===== src/rtl/nonpu_pkg.sv =====
// Shared types and constants for the neuron spike path.
package nonpu_pkg;
  localparam int NONPU_ID_W  = 8;
  localparam int NONPU_V_W   = 16;
  localparam int NONPU_SRC_W = 4;

  localparam logic [NONPU_ID_W-1:0] NO_SPIKE_ID = '0;

  typedef struct packed {
    logic [NONPU_SRC_W-1:0] src;
    logic [NONPU_ID_W-1:0]  id;
    logic [NONPU_V_W-1:0]   v;
  } spike_evt_t;
endpackage


===== src/rtl/spike_fifo.sv =====
// Generic synchronous FIFO with a registered head word and register-array storage.
module spike_fifo #(
  parameter  int WIDTH = 8,
  parameter  int DEPTH = 8,
  localparam int AW    = $clog2(DEPTH)
) (
  input  logic             clk,
  input  logic             reset,
  input  logic             push,
  input  logic [WIDTH-1:0] din,
  input  logic             pop,
  output logic [WIDTH-1:0] dout,
  output logic             full,
  output logic             empty,
  output logic [AW:0]      level
);
  logic [WIDTH-1:0] mem [DEPTH];
  logic [AW-1:0]    wr_ptr, rd_ptr, rd_nxt;
  logic             do_push, do_pop;
  logic [WIDTH-1:0] head_nxt;

  assign full    = (level == (AW+1)'(DEPTH));
  assign empty   = (level == '0);
  assign do_push = push && !full;
  assign do_pop  = pop && !empty;
  assign rd_nxt  = rd_ptr + AW'(do_pop);
  // Head is preloaded with whatever will sit at the read pointer next cycle,
  // bypassing the array when that slot is being written right now.
  assign head_nxt = (do_push && (wr_ptr == rd_nxt)) ? din : mem[rd_nxt];

  always_ff @(posedge clk) begin
    if (do_push) mem[wr_ptr] <= din;
  end

  always_ff @(posedge clk or negedge reset) begin
    if (!reset) begin
      wr_ptr <= '0;
      rd_ptr <= '0;
      level  <= '0;
      dout   <= '0;
    end else begin
      if (do_push) wr_ptr <= wr_ptr + AW'(1);
      rd_ptr <= rd_nxt;
      level  <= level + (AW+1)'(do_push) - (AW+1)'(do_pop);
      dout   <= head_nxt;
    end
  end
endmodule


===== src/rtl/spike_arbiter.sv =====
// Round-robin merge of N_SRC spike sources into one tagged, FIFO-buffered stream.
module spike_arbiter
  import nonpu_pkg::*;
#(
  parameter  int N_SRC = 4,
  parameter  int ID_W  = NONPU_ID_W,
  parameter  int V_W   = NONPU_V_W,
  parameter  int DEPTH = 8,
  parameter  int SRC_W = $clog2(N_SRC),
  localparam int LW    = $clog2(DEPTH) + 1,
  localparam int EW    = SRC_W + ID_W + V_W
) (
  input  logic                  clk,
  input  logic                  reset,
  input  logic [N_SRC-1:0]      src_valid,
  input  logic [N_SRC*ID_W-1:0] src_id,
  input  logic [N_SRC*V_W-1:0]  src_v,
  output logic [N_SRC-1:0]      src_ready,
  output logic                  out_valid,
  input  logic                  out_ready,
  output logic [SRC_W-1:0]      out_src,
  output logic [ID_W-1:0]       out_id,
  output logic [V_W-1:0]        out_v,
  output logic [LW-1:0]         level,
  output logic [15:0]           stall_cnt
);
  logic [N_SRC-1:0] elig;
  logic [SRC_W-1:0] rr_ptr, gnt_idx;
  logic [SRC_W:0]   idx;
  logic             gnt_any, can_grant, full, empty, pop;
  logic [EW-1:0]    din, dout;

  for (genvar i = 0; i < N_SRC; i++) begin : g_elig
    assign elig[i] = src_valid[i] && (src_id[i*ID_W +: ID_W] != ID_W'(NO_SPIKE_ID));
  end

  // Gating on full alone (not full-and-popping) keeps out_ready off the grant path.
  assign can_grant = reset && !full;

  always_comb begin
    gnt_any = 1'b0;
    gnt_idx = '0;
    idx     = '0;
    for (int k = 0; k < N_SRC; k++) begin
      idx = {1'b0, rr_ptr} + (SRC_W+1)'(k);
      if (idx >= (SRC_W+1)'(N_SRC)) idx = idx - (SRC_W+1)'(N_SRC);
      if (!gnt_any && can_grant && elig[idx[SRC_W-1:0]]) begin
        gnt_any = 1'b1;
        gnt_idx = idx[SRC_W-1:0];
      end
    end
  end

  assign src_ready = gnt_any ? (N_SRC'(1) << gnt_idx) : '0;
  assign din       = {gnt_idx, src_id[gnt_idx*ID_W +: ID_W], src_v[gnt_idx*V_W +: V_W]};
  assign pop       = out_ready && !empty;
  assign out_valid = !empty;
  assign {out_src, out_id, out_v} = dout;

  always_ff @(posedge clk or negedge reset) begin
    if (!reset) begin
      rr_ptr    <= '0;
      stall_cnt <= '0;
    end else begin
      if (gnt_any)
        rr_ptr <= (gnt_idx == SRC_W'(N_SRC - 1)) ? '0 : gnt_idx + SRC_W'(1);
      if (|elig && !gnt_any && stall_cnt != 16'hFFFF)
        stall_cnt <= stall_cnt + 16'd1;
    end
  end

  spike_fifo #(.WIDTH(EW), .DEPTH(DEPTH)) u_fifo (
    .clk   (clk),
    .reset (reset),
    .push  (gnt_any),
    .din   (din),
    .pop   (pop),
    .dout  (dout),
    .full  (full),
    .empty (empty),
    .level (level)
  );
endmodule


===== config.mk =====
export PLATFORM = sky130hd
export DESIGN_NAME = spike_arbiter
export DESIGN_NICKNAME = d
export VERILOG_FILES = /design/src/rtl/nonpu_pkg.sv /design/src/rtl/spike_fifo.sv /design/src/rtl/spike_arbiter.sv
export SDC_FILE = /design/constraint.sdc
export NUM_CORES = 1
export LEC_CHECK = 0
export BUFFER_PORTS_ARGS = -buffer_cell sky130_fd_sc_hd__clkbuf_2
export CAP_MARGIN = 20
export CORE_MARGIN = 1.5
export CORE_UTILIZATION = 50
export CTS_CLUSTER_DIAMETER = 80
export DETAILED_ROUTE_END_ITERATION = 10
export PLACE_DENSITY_LB_ADDON = 0.12
export SLEW_MARGIN = 10
export SYNTH_ARGS = -nofsm -noshare
export SYNTH_HDL_FRONTEND = slang
export SYNTH_SLANG_ARGS = --single-unit
export TNS_END_PERCENT = 30

===== constraint.sdc =====
create_clock -name clk -period 5.3 [get_ports clk]
set_clock_uncertainty 0.2 [all_clocks]
set_input_delay 1.06 -clock clk [delete_from_list [all_inputs] [get_ports clk]]
set_output_delay 1.06 -clock clk [all_outputs]
set_load 0.05 [all_outputs]

==> metrics list, run 1 <==
* Boundary Pins: 154
* Placeable core region: 23400 um^2
* Detail Route Antenna Nets: 0
* Initial cell density of the core: 0.507
* Number of synthesized flops with an enable pin: 208
* Diodes inserted: 0
* Number of antenna violations at the first check in global routing: 0
- In this design, the stage delay of the slowest critical-path cell is 0.60 ns.
- Average cell area after synthesis: 15.9 um^2
* Slowest cell on crit path: or4_1
- Outcome: complete, no violations
- Gate Count Post-Synth: 747
- In the routed design, unresolved DRC markers number 0.
- STA classifies the critical path startpoint as a primary input.
* DR WL/cell: 22.4 um
- Kind of cell adding the most delay to the critical path: simple AND/OR/NAND/NOR gates
- Transition time at the pin with the least slew margin: ~1.1 ns
- For this run, the total global-route usage over all layers was measured as 0.230.
* Initial DRC count: ~480
- In the finished design, the share of the clock period the worst path needs comes to 0.962.
- Synthesis produced a netlist with a net count of 865.
- In this run the number of H-tree levels came out at 1.
- Async S/R FF share, synth: 0.206
- Once detailed placement completed, the half-perimeter wirelength came to 17700 um.
* Most common cell after layout, fill and taps aside: edfxtp_1
- Clock input transition at the sequential cells of the worst setup and hold paths: approximately 0.06 ns
- Die Footprint: 24700 um^2
- Total iterations of the first detailed-routing run: 5
* Distinct cells, synth: 49
* Vias/cell: 5.94
- Hold-fix buffers at CTS: 0
- CTS resizes: 0
- Adding up every negative setup slack in the final design gives 0 ns.
* Req. time, crit path: around 4.0 ns
- Number of buffers inserted by post-CTS setup repair: 0
- Final Critical Period: a little over 5 ns
- The synthesized design contains around 260 register bits.
- At the end of routability-driven placement, the weighted congestion stood at 0.786.
- Routed via count: 7402
- The floorplan has between 50 and 60 rows.
- Share of the synthesized area in the top cell type: 0.526
- At the end of the flow, the number of nets in the layout was a little over 1000.
* Max-slew violation count: 0
* Largest net degree at the start of global routing: 73
- First-pass GRT wire length: 42700 um
- The number of global-route vias before repair is 7567.
- Syn Std Cell Area: 11900 um^2
- Sequence of cells on the critical path: clkbuf_2 -> or4_1 -> o21a_1 -> a2111oi_0 -> nor3_1 -> o31a_2 -> nor2_1 -> buf_4 -> ha_1 -> and2_1 -> buf_12
- Number of CTS-inserted buffers: 28
* YS warnings: 0
- Final hold slack: 0.294 ns
- Number of buffer and inverter stages on the critical path: 3
- Summed over all cells, the static leakage comes to approximately 5.3 nW.
* Width of the die: about 160 um
- Crit path capture type: primary output
* Critical path fanouts, max: 5
- Share of layout cells above drive strength 1: 0.338
- Dividing total power by cell area gives a power density of approximately 650 nW/um^2.
- Drt total wl: ~28000 um
* Count of port buffers added during placement: 153
- The number of endpoints with negative hold slack in the final report came to 0.
* Peak ir drop on the vdd network: 0.321 mV
* Max-Slew Margin vs Limit: 0.295
- Setup violations remaining at the end of the flow were counted as 0.
- Counting every sink on the clock net gives ~260.
- Unrepaired setup endpoints after global routing: false
- Arrival time of the worst setup path: 3.84 ns
* Path type of the worst min-delay path: flop to flop
* MaxCap Viol Count: 0
- Sorting the synthesized cells by area gives the leading types as edfxtp_1 (53%), dfrtp_1 (11%), mux4_2 (9.9%), nor3_1 (2.2%), o211a_1 (2.1%).
- For the worst-skew pair, the clock arrives at the later sink with an insertion delay of 0.53 ns.
* Residual overflow from global routing: 0
- For this run, the top clock speed supported by timing is 0.196 GHz.
* Sequential cell area fraction in the yosys report: 0.640
- For this run, the leading register cell type out of synthesis is edfxtp_1.
- Clock tree from TritonCTS: built
- Critical setup path kind: primary input to primary output
* CTS Root Buffer Type: clkbuf_16
- The longest clock path from root to sink contains 3 buffers.
- Fill cells in the final layout number 1828.
- Synth area leader: edfxtp_1
- Die H: 157 um
- In the layout the commonest cells are edfxtp_1 (208), clkbuf_2 (148), dfrtp_1 (54), mux4_2 (52), nor3_1 (50).
- Utilization of the core after routing: 0.601
* Syn-to-layout area delta: 18.5%
## routing by layer
layer,track usage,share of wire
met2,0.401,0.51
met1,0.311,0.43
met5,0,0
met4,0.0548,0.020
met3,0.0289,0.045
## kinds of logic after synthesis
kind of cell	share of synthesized area
compound gates	0.0695
xor+xnor	0.0162
fa+ha+maj	0.0164
buf+inv	0.0242
flops	0.640
mux	0.143
simple gates	0.0908
## metrics by stage
step                      cells  setup WS [ns]  cell area [um^2]  total power [mW]
after global placement     1195          0.330             13200              7.15
after CTS                  1246          0.266             14100              9.19
after global routing       1246         0.0722             14100              9.57
after detailed placement   1195          0.266             13200              7.30
after floorplan             747         0.0505             11900              6.15
final                      1246          0.201             14100              9.10
## sequential cells by signal, indices dropped and copies added, names as in the netlist
| register | count |
|---|---|
| rr_ptr | 2 |
| stall_cnt | 16 |
| u_fifo.dout | 26 |
| u_fifo.level | 4 |
| u_fifo.mem | 208 |
| u_fifo.rd_ptr | 3 |
| u_fifo.wr_ptr | 3 |
## where the power goes
part / internal, mW / switching, mW
clock network: 1.11 / 0.769
registers: 3.02 / 0.190
logic: 1.50 / 2.52
## worst reg2reg max path: stages (launching register included)
cell and delay, ns:
dfrtp_1 0.38, inv_1 0.11, ha_1 0.15, inv_1 0.03
o31ai_1 0.32, buf_4 0.25, a41oi_1 0.07, o211ai_1 0.15
o31a_2 0.20, buf_4 0.72, nor3_1 0.16, a21oi_1 0.54
## path summary, 6_finish.rpt
kind	from	to	slack, ns	cells after the start
min in group asynchronous	reset	u_fifo.dout[24]	0.54	2
worst max register to register	u_fifo.level[2]	u_fifo.mem[4][0]	1.74	11
worst max-delay path	src_id[21]	src_ready[2]	0.20	11
worst min register to register	stall_cnt[15]	stall_cnt[15]	0.29	1
worst min-delay path	stall_cnt[15]	stall_cnt[15]	0.29	1
max in group asynchronous	reset	u_fifo.dout[12]	3.84	2
## synthesized netlist by cell type, types with 6 or more instances
cell	count
nor2b_1	26
nor2_1	18
inv_1	13
mux4_2	52
a211oi_1	27
nand2_1	16
edfxtp_1	208
mux2_1	15
clkbuf_1	35
o211ai_1	6
or4_1	7
nand3_1	8
nor4b_2	15
xnor2_1	17
nor4b_1	9
ha_1	14
dfrtp_1	54
mux2_2	10
buf_2	8
a21oi_1	28
o211a_1	25
buf_1	8
nor3_1	52
mux2i_1	24
## layout make-up
cell class / count / area [um^2] / area share
Clock inverter: 12 / 120 / 0.00854
Sequential cell: 262 / 7600 / 0.540
Tap cell: 319 / 399 / 0.0284
Multi-Input combinational cell: 417 / 4050 / 0.288
Inverter: 14 / 52.6 / 0.00374
Timing Repair Buffer: 183 / 1080 / 0.0765
Clock buffer: 39 / 773 / 0.0550
(Power assumes the default switching activity.)
==> run 2: changes to the inputs <==
Settings changed: ABC_AREA set to 1, CTS_CLUSTER_DIAMETER 80 to not set.
==> metrics list, run 2 <==
* Hold-fix buffers at CTS: 0 (unchanged)
- Outcome: complete, no violations (unchanged)
- Initial DRC count: 645 (was 479)
- The met1 track demand over resource in global routing came to 0.340 (was 0.311).
- The startpoint-to-endpoint class of the critical path is primary input to primary output (unchanged).
- Startpoint of the most critical hold path: stall_cnt[4] (was stall_cnt[15])
* Distinct cells, synth: 35 (was 49)
* Die H: 158 um (was 157 um)
* Crit path capture type: primary output (unchanged)
- Kind of start point of the critical path: primary input (unchanged)
- Syn Std Cell Area: 12100 um^2 (was 11900 um^2)
* Total number of nets in the final design: 1391 (was 1024)
* Source-to-sink clock delay at the later pin of the worst-skew pair: 0.52 ns (was 0.53 ns)
- Via count of the first global-routing pass: 8341 (was 7567)
- Final Critical Period: 4.66 ns (was 5.10 ns)
* Cell with the most instances after synthesis: edfxtp_1 (unchanged)
* Unrepaired setup endpoints after global routing: false (unchanged)
* CTS Root Buffer Type: clkbuf_16 (unchanged)
- The wire length of the first global-routing pass came to 46300 um (was 42700 um).
- Critical path fanouts, max: 15 (was 5)
* Maximum clock rate: 0.215 GHz (was 0.196 GHz)
- The most frequent standard cell in the layout excluding fill and tap cells is edfxtp_1 (unchanged).
- Initial cell density of the core: 0.512 (was 0.507)
- Met2 GRT Util: 0.408 (was 0.401)
- Compound-gate portion of the synthesized area: 0.104 (was 0.0695)
- Share of the synthesized area in the top cell type: 0.517 (was 0.526)
- Ranking of synthesized cells by instance count: edfxtp_1 (208), nand2_1 (141), nand3_1 (137) (was edfxtp_1 (208), dfrtp_1 (54), mux4_2 (52), nor3_1 (52), clkbuf_1 (35))
- The total I/O pin count is 154 (unchanged).
* Number of cells on the worst reg-to-reg path: 12 (was 11)
* Max reg flops: 208 (unchanged)
- Most frequent cells in the layout: edfxtp_1 (208), clkbuf_2 (150), nand2_1 (141), nand3_1 (137), nor2_1 (135) (was edfxtp_1 (208), clkbuf_2 (148), dfrtp_1 (54), mux4_2 (52), nor3_1 (50)).
- Placeable core region: 23600 um^2 (was 23400 um^2)
- The largest net degree at the start of global routing was 106 (was 73).
- The half-perimeter wire length of the detailed placement result was 18600 um (was 17700 um).
* Total DRC errors in the routed layout: 0 (unchanged)
- Top cells by area in the synthesized netlist: edfxtp_1 (52%), dfrtp_1 (11%), nand3_1 (5.7%), o21ai_0 (4.6%), nand2_1 (4.4%) (was edfxtp_1 (53%), dfrtp_1 (11%), mux4_2 (9.9%), nor3_1 (2.2%), o211a_1 (2.1%)).
* Transition time at the pin with the least slew margin: 1.08 ns (was 1.05 ns)
- The parity-gate share of the synthesized area counting xor and xnor cells came to 0.0166 (was 0.0162).
* GR Util met3: 0.0291 (was 0.0289)
- Busiest layer in global routing: met2 (unchanged)
* Overall routing resource usage: 0.245 (was 0.230)
- Vias/cell: 5.54 (was 5.94)
- The share of synthesized flip-flops with an asynchronous set or reset came to 0.206 (unchanged).
- Biggest regs: u_fifo.mem (208), u_fifo.dout (26), stall_cnt (16) (unchanged)
- FP Rows: 56 (unchanged)
- The number of warnings issued by yosys is 0 (unchanged).
* Gate Count Post-Synth: 1132 (was 747)
- Max-slew violation count: 0 (unchanged)
- The clock transition at the registers of the reported paths came to 0.06 ns (about the same).
- Diodes inserted: 0 (unchanged)
- The register containing the most flip-flops in the final layout was u_fifo.mem (unchanged).
* Total iterations of the first detailed-routing run: 5 (unchanged)
- The reg-to-reg critical path endpoint is u_fifo.mem[4][2] (was u_fifo.mem[4][0]).
* Minimum setup slack among reg-to-reg paths: 1.91 ns (was 1.74 ns)
* Drt total wl: 30600 um (was 27900 um)
* Hold path depth: 2 (was 1)
* Reg2reg start: u_fifo.level[2] (unchanged)
* Clock Tree Buf Depth: 3 (unchanged)
- The setup TNS is 0 ns (unchanged).
- The number of nets with antenna violations after routing is 0 (unchanged).
* Final setup violation count: 0 (unchanged)
- The prevailing post-synth register cell was edfxtp_1 (unchanged).
- The class of the most critical hold timing path was flop to flop (unchanged).
* Share of layout cells above drive strength 1: 0.194 (was 0.338)
* Clock tree from TritonCTS: built (unchanged)
* Synthesized netlist net count: 1250 (was 865)
* Final hold violation count: 0 (unchanged)
- Largest family of logic cells by synthesized area: simple AND/OR/NAND/NOR gates (was multiplexers)
- MaxCap Viol Count: 0 (unchanged)
- Number of CTS-inserted buffers: 27 (was 28)
- The depth of the CTS H-tree was 1 (unchanged).
- Number of antenna violations at the first check in global routing: 0 (unchanged)
- Count of port buffers added during placement: 153 (unchanged)
- The average footprint of a synthesized cell was 10.7 um^2 (was 15.9 um^2).
- Syn-to-layout area delta: 16.2% (was 18.5%)
- DR WL/cell: 19.0 um (was 22.4 um)
* FF+latch count, synth: 262 (unchanged)
- The proportion of synthesized chip area in sequential cells was 0.629 (was 0.640).
* Number of buffers inserted by post-CTS setup repair: 0 (unchanged)
* Req. time, crit path: 4.04 ns (about the same)
- The horizontal die dimension is 158 um (was 157 um).
* Max-Slew Margin vs Limit: 0.282 (was 0.295)
* CTS resizes: 0 (unchanged)
- Adder and majority gate portion of the synthesized area: 0.0162 (was 0.0164)
- The area fraction in and, or, nand and nor cells after synthesis is 0.179 (was 0.0908).
- Die Footprint: 25100 um^2 (was 24700 um^2)
- The number of clock sinks came to 262 (unchanged).
- Multiplexer share of the synthesized area: 0 (was 0.143)
- The final global-route overflow total was 0 (unchanged).
- Synth area leader: edfxtp_1 (unchanged)
* Terminating pin of the worst hold path: stall_cnt[4] (was stall_cnt[15])
* Arrival time of the worst setup path: 3.40 ns (was 3.84 ns)
- The via count came to 8926 (was 7402).
* Number of synthesized flops with an enable pin: 208 (unchanged)
- Routability congestion estimate from global placement: 0.937 (was 0.786)
- The part of the cycle the worst path needs came to 0.879 (was 0.962).
-- run 2: cell count changes in the layout (fill, tap and decap cells not counted), moves of 24 or more --
cell / previous run / this run
o221ai_1: 0 / 26
mux4_2: 52 / 0
mux2i_1: 24 / 0
nor3_1: 50 / 5
o211a_1: 25 / 0
a21oi_1: 28 / 2
o22ai_1: 0 / 26
a211oi_1: 27 / 0
nor2_1: 12 / 135
nand3_1: 8 / 137
nor2b_1: 26 / 0
nand2_1: 16 / 141
o21ai_0: 4 / 111
inv_1: 13 / 80
-- run 2: layout make-up --
cell class | instances | area [um^2]
fillers | 1990 | 9570
flip-flops and latches | 262 | 7600
multi-input cells | 718 | 3840
repair buffers | 180 | 1040
clock buffers | 37 | 723
well taps | 319 | 399
inverters | 84 | 315
clock inverters | 12 | 121
-- run 2: cell families (layout without fill, tap and decap cells) --
family,after synthesis,in the layout
flops,262,262
xor+xnor,22,22
compound gates,208,208
buf+inv,152,313
simple gates,473,473
fa+ha+maj,15,15
-- run 2: metrics by stage --
stage	setup slack, ns	utilization	hold slack [ns]	cells	cell area, um^2
2_1_floorplan	1.09	-	0.275	1132	12100
3_3_place_gp	0.711	0.558	0.329	1562	13200
3_5_place_dp	0.673	0.558	0.341	1562	13200
4_1_cts	0.669	0.594	0.356	1611	14000
5_1_grt	0.458	0.595	0.400	1612	14000
6_report	0.641	0.595	0.353	1612	14000
-- run 2: metal layers --
layer	vias up	routed length (um)
li1	4271	-
met1	4277	13600
met2	308	14500
met3	70	1740
met4	0	803
met5	-	0
-- run 2: worst max-delay path by stage --
stage	startpoint	slack (ns)	end
after floorplan	src_id[23]	1.09	src_ready[3]
after global placement	src_id[17]	0.71	src_ready[1]
after detailed placement	src_id[16]	0.67	src_ready[1]
after CTS	src_id[16]	0.67	src_ready[1]
after global routing	src_id[18]	0.46	src_ready[3]
final	src_id[16]	0.64	src_ready[3]
-- run 2: worst max-delay path, stage by stage --
cell and delay, ns:
clkbuf_2 0.09, inv_1 0.05, nand2_1 0.11, nor2_1 0.18
nand2_1 0.11, nand3_1 0.11, nand2_2 0.08, o21ai_2 0.18
nand4_1 0.19, o21ai_4 0.19, nand2_2 0.23, inv_1 0.33
ha_1 0.20, nand2_1 0.05, inv_1 0.10, buf_12 0.14
Power of run 2 is not shown: default switching activity piles up to over one toggle a cycle in this logic, so the estimate is an artifact.
==> run 3: changes to the inputs <==
--- a/config.mk
+++ b/config.mk
@@ -10,5 +10,8 @@
 export CAP_MARGIN = 20
+export CELL_PAD_IN_SITES_DETAIL_PLACEMENT = 0
+export CELL_PAD_IN_SITES_GLOBAL_PLACEMENT = 1
 export CORE_MARGIN = 1.5
-export CORE_UTILIZATION = 50
+export CORE_UTILIZATION = 46
 export DETAILED_ROUTE_END_ITERATION = 10
+export GPL_ROUTABILITY_DRIVEN = 1
 export PLACE_DENSITY_LB_ADDON = 0.12
==> constraint.sdc (replaced) <==
create_clock -name clk -period 5.3 [get_ports clk]
set_clock_uncertainty 0.2 [all_clocks]
set_input_delay 0.53 -clock clk [delete_from_list [all_inputs] [get_ports clk]]
set_output_delay 0.53 -clock clk [all_outputs]
set_load 0.05 [all_outputs]
==> metrics list, run 3 (synthesis results as in run 2) <==
- Critical setup path kind: flop to primary output (was primary input to primary output)
* Boundary Pins: 154 (unchanged)
- The horizontal die dimension was 165 um (was 158 um).
- The die area was 27200 um^2 (was 25100 um^2).
- The starting DRC count in detailed routing is 763 (was 645).
* Req. time, crit path: 4.57 ns (was 4.04 ns)
- Most frequent cells in the layout: edfxtp_1 (208), clkbuf_2 (150), nand2_1 (141), nand3_1 (137), nor2_1 (135) (unchanged)
- Routability congestion estimate from global placement: 0.785 (was 0.937)
- Placeable core region: 25900 um^2 (was 23600 um^2)
- Source-to-sink clock delay at the later pin of the worst-skew pair: 0.55 ns (was 0.52 ns)
- The number of buffers inserted for hold repair after clock tree synthesis is 0 (unchanged).
- The reported max-cap violation count is 0 (unchanged).
- The final routed wire length divided by cell count is 19.4 um (was 19.0 um).
* Detail Route Antenna Nets: 0 (unchanged)
* Max reg flops: 208 (unchanged)
* Clock input transition at the sequential cells of the worst setup and hold paths: 0.06 ns (about the same)
- The count of instances resized after the clock tree is built is 0 (unchanged).
- Clock tree from TritonCTS: built (unchanged)
- Detailed placement HPWL: 18800 um (was 18600 um)
- Most common cell after layout, fill and taps aside: edfxtp_1 (unchanged)
* Clock sink count: 262 (unchanged)
- The clock tree buffer depth was 3 (unchanged).
* Total negative slack: 0 ns (unchanged)
- The number of design rule violations left after detail routing is 0 (unchanged).
- The initial antenna violation count came to 0 (unchanged).
- Transition time at the pin with the least slew margin: 0.843 ns (was 1.08 ns)
* Initial cell density of the core: 0.466 (was 0.512)
* Final setup violation count: 0 (unchanged)
- Place WS: 1.46 ns (was 0.673 ns)
- Vias/cell: 5.49 (was 5.54)
- Biggest regs: u_fifo.mem (208), u_fifo.dout (26), stall_cnt (16) (unchanged).
* Via count of the first global-routing pass: 8646 (was 8341)
* Largest net degree at the start of global routing: 57 (was 106)
- Maximum clock rate: 0.248 GHz (was 0.215 GHz)
- Routed via count: 8931 (was 8926)
* Final Critical Period: 4.03 ns (was 4.66 ns)
* Path type of the worst min-delay path: primary input to asynchronous set/reset pin (was flop to flop)
- Slack of the critical path: 1.27 ns (was 0.641 ns)
- The number of antenna diodes was 0 (unchanged).
* Number of CTS-inserted buffers: 28 (was 27)
- Critical path fanouts, max: 27 (was 15)
- Count of port buffers added during placement: 153 (unchanged)
* Drt total wl: 31500 um (was 30600 um)
* Final clock period utilization by the worst path: 0.760 (was 0.879)
- The total number of placement rows is 59 (was 56).
* Arrival time of the worst setup path: 3.30 ns (was 3.40 ns)
- Outcome: complete, no violations (unchanged).
- The root buffer cell is clkbuf_16 (unchanged).
- The worst-case register-to-register setup slack came to 1.76 ns (was 1.91 ns).
- Filler cell count: 2336 (was 1990)
- The fraction of layout cells with a size suffix above 1 came to 0.194 (about the same).
* Total number of nets in the final design: 1388 (was 1391)
- The post-CTS setup buffer count is 0 (unchanged).
- Total iterations of the first detailed-routing run: 5 (unchanged)
- The cell area reported after detailed placement was 13100 um^2 (was 13200 um^2).
- Crit path capture type: primary output (unchanged)
- Syn-to-layout area delta: 16.6% (was 16.2%)
- Final hold violation count: 0 (unchanged)
- Overall routing resource usage: 0.235 (was 0.245)
* First-pass GRT wire length: 48600 um (was 46300 um)
- The total non-filler cell area in the finished layout was 14100 um^2 (was 14000 um^2).
* Reg with most FFs: u_fifo.mem (unchanged)
- The die outline height was 165 um (was 158 um).
* Max-slew violation count: 0 (unchanged)
* H-tree depth reported by CTS: 1 (unchanged)
- Unrepaired setup endpoints after global routing: false (unchanged)
* Residual overflow from global routing: 0 (unchanged)
- Kind of start point of the critical path: flop (was primary input)
* Max-Slew Margin vs Limit: 0.437 (was 0.282)
run 3: cell types whose count changed in the layout (fill, tap and decap cells not counted), sizes merged:
| cell | previous run | this run |
|---|---|---|
| clkinv | 7 | 15 |
| clkbuf | 187 | 186 |
| inv | 85 | 81 |
| buf | 30 | 26 |
run 3: routing by layer:
metal,routed length (um),share of wire,GRT usage
met1,14900,0.47,0.336
met2,14700,0.47,0.386
met3,1470,0.046,0.0292
met4,459,0.015,0.0508
met5,0,0,0
run 3: path summary, 6_finish.rpt:
kind | from | to | cells past startpoint
worst min-delay path | reset | stall_cnt[10] | 2
worst max-delay path | u_fifo.level[2] | src_ready[0] | 13
worst min register to register | stall_cnt[12] | stall_cnt[12] | 2
max in group asynchronous | reset | u_fifo.dout[18] | 2
worst max register to register | u_fifo.level[2] | u_fifo.dout[11] | 13
min in group clk | src_v[9] | u_fifo.dout[9] | 5
run 3: critical path, stage by stage (launching register included):
cell,delay [ns]
dfrtp_1,0.35
inv_1,0.09
ha_1,0.22
a31oi_2,0.38
nand3_1,0.19
nor2_4,0.13
nand2_1,0.07
nand2_2,0.09
nand2_2,0.08
nor2_8,0.51
ha_1,0.25
nand2_1,0.05
inv_1,0.07
clkbuf_2,0.27
run 3: layout make-up:
class | instances | area (um^2) | area share
Sequential cell | 262 | 7600 | 0.539
Timing Repair Buffer | 176 | 985 | 0.0699
Clock inverter | 16 | 160 | 0.0114
Clock buffer | 36 | 771 | 0.0547
Multi-Input combinational cell | 718 | 3840 | 0.273
Inverter | 84 | 317 | 0.0225
Tap cell | 335 | 419 | 0.0298
run 3: per-stage QoR:
stage	hold WS [ns]	std cells	utilization
2_1_floorplan	0.0344	1132	-
3_3_place_gp	0.327	1574	0.507
3_5_place_dp	0.334	1574	0.507
4_1_cts	0.0887	1626	0.543
5_1_grt	0.129	1627	0.544
6_report	0.0601	1627	0.544
Power of run 3 is left out for the same reason.
